--- src/rtl/eig_seq_ctrl.sv ---
// Eigenvalue pipeline sequencer: load -> core -> output loader, with watchdog.
// Optional one-deep pending load buffer: define EIGSEQ_PENDING_EN.
module eig_seq_ctrl #(
  parameter int unsigned TIMEOUT_CYCLES = 1023,
  parameter int unsigned CNT_W = $clog2(TIMEOUT_CYCLES + 1)
) (
  input  logic       clk,
  input  logic       rst_n,
  input  logic       ena,
  input  logic       load_done,
  output logic       core_start,
  input  logic       core_valid,
  output logic       ol_start,
  input  logic       ol_busy,
  output logic       seq_busy,
  output logic       done,
  output logic       err,
  output logic [1:0] err_code,
  output logic       ovf,
  input  logic       err_clr,
  output logic [7:0] run_cnt,
  output logic [2:0] state_o
);

  typedef enum logic [2:0] {
    S_IDLE       = 3'd0,
    S_CORE_ISSUE = 3'd1,
    S_CORE_WAIT  = 3'd2,
    S_OL_ISSUE   = 3'd3,
    S_OL_ACK     = 3'd4,
    S_OL_WAIT    = 3'd5,
    S_ABORT      = 3'd6
  } state_e;

  localparam logic [CNT_W-1:0] TO_LAST = CNT_W'(TIMEOUT_CYCLES - 1);

  state_e           state_q, state_d;
  logic [CNT_W-1:0] cnt_q, cnt_d;
  logic [1:0]       cause_q, cause_d;
  logic             done_q, done_d;
  logic             err_q;
  logic [1:0]       err_code_q;
  logic             ovf_q;
  logic [7:0]       run_cnt_q;
  logic             pend_q;
  logic             ovf_set;
  logic             tmo;

  assign tmo = (cnt_q == TO_LAST);

  // Next-state, watchdog counter and abort cause
  always_comb begin
    state_d = state_q;
    cnt_d   = cnt_q;
    cause_d = cause_q;
    done_d  = 1'b0;
    unique case (state_q)
      S_IDLE: begin
        if (pend_q || load_done) state_d = S_CORE_ISSUE;
      end
      S_CORE_ISSUE: begin
        state_d = S_CORE_WAIT;
        cnt_d   = '0;
      end
      S_CORE_WAIT: begin
        if (core_valid) begin
          state_d = S_OL_ISSUE;
        end else if (tmo) begin
          state_d = S_ABORT;
          cause_d = 2'b01;
        end else begin
          cnt_d = cnt_q + 1'b1;
        end
      end
      S_OL_ISSUE: begin
        state_d = S_OL_ACK;
        cnt_d   = '0;
      end
      S_OL_ACK: begin
        if (ol_busy) begin
          state_d = S_OL_WAIT;
          cnt_d   = '0;
        end else if (tmo) begin
          state_d = S_ABORT;
          cause_d = 2'b10;
        end else begin
          cnt_d = cnt_q + 1'b1;
        end
      end
      S_OL_WAIT: begin
        if (!ol_busy) begin
          state_d = S_IDLE;
          done_d  = 1'b1;
        end else if (tmo) begin
          state_d = S_ABORT;
          cause_d = 2'b11;
        end else begin
          cnt_d = cnt_q + 1'b1;
        end
      end
      S_ABORT: state_d = S_IDLE;
      default: state_d = S_IDLE;
    endcase
  end

`ifdef EIGSEQ_PENDING_EN
  logic pend_d;

  // Pending buffer: absorb one load while busy, overflow on a second
  always_comb begin
    pend_d  = pend_q;
    ovf_set = 1'b0;
    if (state_q == S_IDLE) begin
      pend_d = pend_q & load_done;
    end else if (load_done) begin
      if (pend_q) ovf_set = 1'b1;
      else        pend_d  = 1'b1;
    end
  end

  // Pending buffer register
  always_ff @(posedge clk or negedge rst_n) begin
    if (!rst_n)   pend_q <= 1'b0;
    else if (ena) pend_q <= pend_d;
  end
`else
  assign pend_q  = 1'b0;
  assign ovf_set = load_done && (state_q != S_IDLE);
`endif

  // State, counter, pulses and sticky flags; ena low freezes all of it
  always_ff @(posedge clk or negedge rst_n) begin
    if (!rst_n) begin
      state_q    <= S_IDLE;
      cnt_q      <= '0;
      cause_q    <= 2'b00;
      done_q     <= 1'b0;
      err_q      <= 1'b0;
      err_code_q <= 2'b00;
      ovf_q      <= 1'b0;
      run_cnt_q  <= 8'd0;
    end else if (ena) begin
      state_q <= state_d;
      cnt_q   <= cnt_d;
      cause_q <= cause_d;
      done_q  <= done_d;
      if (done_d) run_cnt_q <= run_cnt_q + 8'd1;
      if (err_clr) begin
        err_q      <= 1'b0;
        err_code_q <= 2'b00;
        ovf_q      <= 1'b0;
      end else begin
        if (state_q == S_ABORT) begin
          err_q      <= 1'b1;
          err_code_q <= cause_q;
        end
        if (ovf_set) ovf_q <= 1'b1;
      end
    end
  end

  assign core_start = ena && (state_q == S_CORE_ISSUE);
  assign ol_start   = ena && (state_q == S_OL_ISSUE);
  assign seq_busy   = (state_q != S_IDLE);
  assign done       = ena && done_q;
  assign err        = err_q;
  assign err_code   = err_code_q;
  assign ovf        = ovf_q;
  assign run_cnt    = run_cnt_q;
  assign state_o    = state_q;

endmodule

--- config.mk ---
export PLATFORM = sky130hd
export DESIGN_NAME = eig_seq_ctrl
export DESIGN_NICKNAME = d
export VERILOG_FILES = /design/src/rtl/eig_seq_ctrl.sv
export SDC_FILE = /design/constraint.sdc
export NUM_CORES = 1
export LEC_CHECK = 0
export CELL_PAD_IN_SITES_DETAIL_PLACEMENT = 1
export CELL_PAD_IN_SITES_GLOBAL_PLACEMENT = 1
export CORE_UTILIZATION = 40
export DETAILED_ROUTE_END_ITERATION = 6
export GPL_TIMING_DRIVEN = 0
export PLACE_DENSITY_LB_ADDON = 0.1
export SLEW_MARGIN = 20
export SYNTH_ARGS = -nofsm -noshare
export SYNTH_HDL_FRONTEND = slang
export SYNTH_SLANG_ARGS = --single-unit
--- constraint.sdc ---
create_clock -name clk -period 2.3 [get_ports clk]
set_input_delay 0.575 -clock clk [delete_from_list [all_inputs] [get_ports clk]]
set_output_delay 0.575 -clock clk [all_outputs]
set_load 0.05 [all_outputs]
==> metrics <==
power per cell area=1060 mW/mm2; DRT iter0 DRCs=52; Reg area=702 um2; hold-fix buffers at CTS=0; leakage=0.803 nW; Mapped Area=0.00154 mm2; pins over their slew limit=0; number of synthesized flops with an enable pin=0; clock sink count=28; pin count of the biggest net entering global routing=29; GRT met3 Usage=0.0268; register area share after synthesis=0.456; Longest Clk Path Bufs=2; placeable core area=0.00366 mm2; Post-Place Setup Slack=-913 ps; All-Layer GR Usage=0.210; Inst Count DP=232; CTS root buf=clkbuf_8; GR peak layer=met2; clock-pin slew on the worst setup and hold paths=110 ps; area growth from synthesis to layout=24.1%; peak supply drop=0.000468 V; crit path kind=reg2out; Row Count=22; Total Routed Length=3960 um; Fin Setup TNS=0 ps; worst min path class=in2async; ys flop type=dfrtp_1; final net count=198; Ys Warns=0; port bufs=25; Setup-failing EPs final=0; CP startpoint kind=register; antenna violations before repair=0; global-route wire length before repair=6620 um; wire per inst=16.8 um; Worst Path Max Fanout=9; fraction of layout cells with a size suffix above 1=0.128; Rel. slew slack=0.579; final setup margin=38.8 ps; Placer Congestion=0.774; met2 Usage GRT=0.352; total power=2.02 mW; Worst setup EP type=primary output; multi-input logic area=768 um2; minimum clock period after layout=2260 ps; first-pass iteration count of the detailed router=4; CTS tree=done; Critical Path, Cell by Cell=clkdlybuf4s50_1; met1 Resource Use GR=0.286; commonest non-fill, non-tap cell in the layout=dfrtp_1; die area=0.00409 mm2; post-route insts no fill=235; via count=1,334; RSZ-0062 raised after global routing=false; #FFs+latches synth=28; Fin Hold WS=290 ps; CP bufs+invs=1; # H-tree levels=1; post-route cell area=0.00191 mm2; gr ovfl total=0; num ports=26; fmax=442 MHz; mean post-synth cell area=9.66 um2; Worst-Skew Late Latency=290 ps; Worst Clk Skew=11.2 ps; starting density of the core=0.419; number of fill cells=436; critical path arrival=1690 ps; Antenna Cells=0; Distinct cells, synth=46; worst-margin pin slew=632 ps; crit-path leading delay family=buffers and inverters; final hold violations=0; vias per cell=5.68; worst path required time=1730 ps; Chip Height=64.0 um; die width=64.0 um; most frequent cells in the layout=dfrtp_1, clkdlybuf4s50_1, nor2_1, a21oi_1, nand2_1; part of the cycle the worst path needs=0.983; ys async rst share=1.00; status=complete, no violations; Synthesized Nets=169; utilization after layout=0.521; drt drc=0; Cells after Synth=159; CP max stage delay=870 ps; CTS Buf Count=3; vias in the first global route=1,372; DP HPWL=2870 um; Max-cap violations=0; placed inst area=0.00184 mm2; Antenna Nets Post-Route=0; Critical-path top delay cell=clkdlybuf4s50_1
## synthesized netlist by cell type (2+ instances only)
library cell | n | area [um2]
or3_1 | 4 | 25.0
a21oi_1 | 12 | 60.1
xnor2_1 | 4 | 35.0
ha_1 | 3 | 37.5
o211ai_1 | 2 | 15.0
xor2_1 | 5 | 43.8
nand3_1 | 3 | 15.0
o21ai_0 | 6 | 30.0
nand2_1 | 9 | 33.8
and2_1 | 2 | 12.5
inv_1 | 7 | 26.3
mux2_2 | 3 | 33.8
nor4_1 | 4 | 25.0
a22oi_1 | 2 | 15.0
o21a_1 | 3 | 22.5
nand2b_1 | 5 | 31.3
nor2_1 | 12 | 45.0
and3_1 | 2 | 12.5
dfrtp_1 | 28 | 701
o2bb2ai_1 | 2 | 17.5
buf_6 | 2 | 22.5
nand3b_1 | 3 | 22.5
nand4_1 | 5 | 31.3
o31ai_1 | 3 | 22.5
clkbuf_1 | 6 | 22.5
nor3_1 | 2 | 10.0
## report_power, final
group	switching [mW]	internal, mW	leakage, nW
clock	0.172	0.233	0.0357
sequential	0.103	0.574	0.378
combinational	0.602	0.333	0.390
## path summary, 6_finish.rpt
path	startpoint	endpoint	slack [ps]	depth (start not counted)
worst min register to register	run_cnt[7]	run_cnt[7]	470	1
worst max register to register	cnt_q[0]	cnt_q[3]	210	8
worst max-delay path	state_o[2]	state_o[2]	40	1
worst min-delay path	rst_n	state_o[2]	290	1
min in group clk	run_cnt[7]	run_cnt[7]	470	1
max in group asynchronous	rst_n	state_o[1]	1570	1
## routing by layer
| metal | part of all wire | up-vias | wire length [um] |
|---|---|---|---|
| met5 | 0 | - | 0 |
| met4 | 0.0081 | 0 | 32 |
| met3 | 0.022 | 5 | 88 |
| met2 | 0.50 | 19 | 1970 |
| met1 | 0.47 | 675 | 1870 |
| li1 | - | 635 | - |
## state kept, by name, indices dropped and copies added (netlist names)
register / flops
err_code: 2
err: 1
cnt_q: 10
ovf: 1
done_q: 1
run_cnt: 8
state_o: 3
cause_q: 2
## logic make-up after synthesis
| family | Yosys count | synth area share |
|---|---|---|
| XOR/XNOR | 9 | 0.0513 |
| buffers and inverters | 15 | 0.0465 |
| flip-flops | 28 | 0.456 |
| multiplexers | 4 | 0.0285 |
| AO/OA/AOI/OAI | 44 | 0.196 |
| AND/OR/NAND/NOR | 56 | 0.196 |
| adder cells (fa/ha/maj) | 3 | 0.0245 |
## repair_timing
item	in CTS	in global routing
gates resized for setup	22	7
setup endpoints to repair	11	9
setup buffers	0	0
## cell type report
cell class,instances,share of cell area
well taps,48,0.0315
repair buffers,25,0.121
inverters,7,0.0138
clock buffers,3,0.0217
flip-flops and latches,28,0.368
plain buffers,7,0.0250
clock inverters,1,0.0158
multi-input cells,116,0.403
Power figures use the tool's default switching activity.
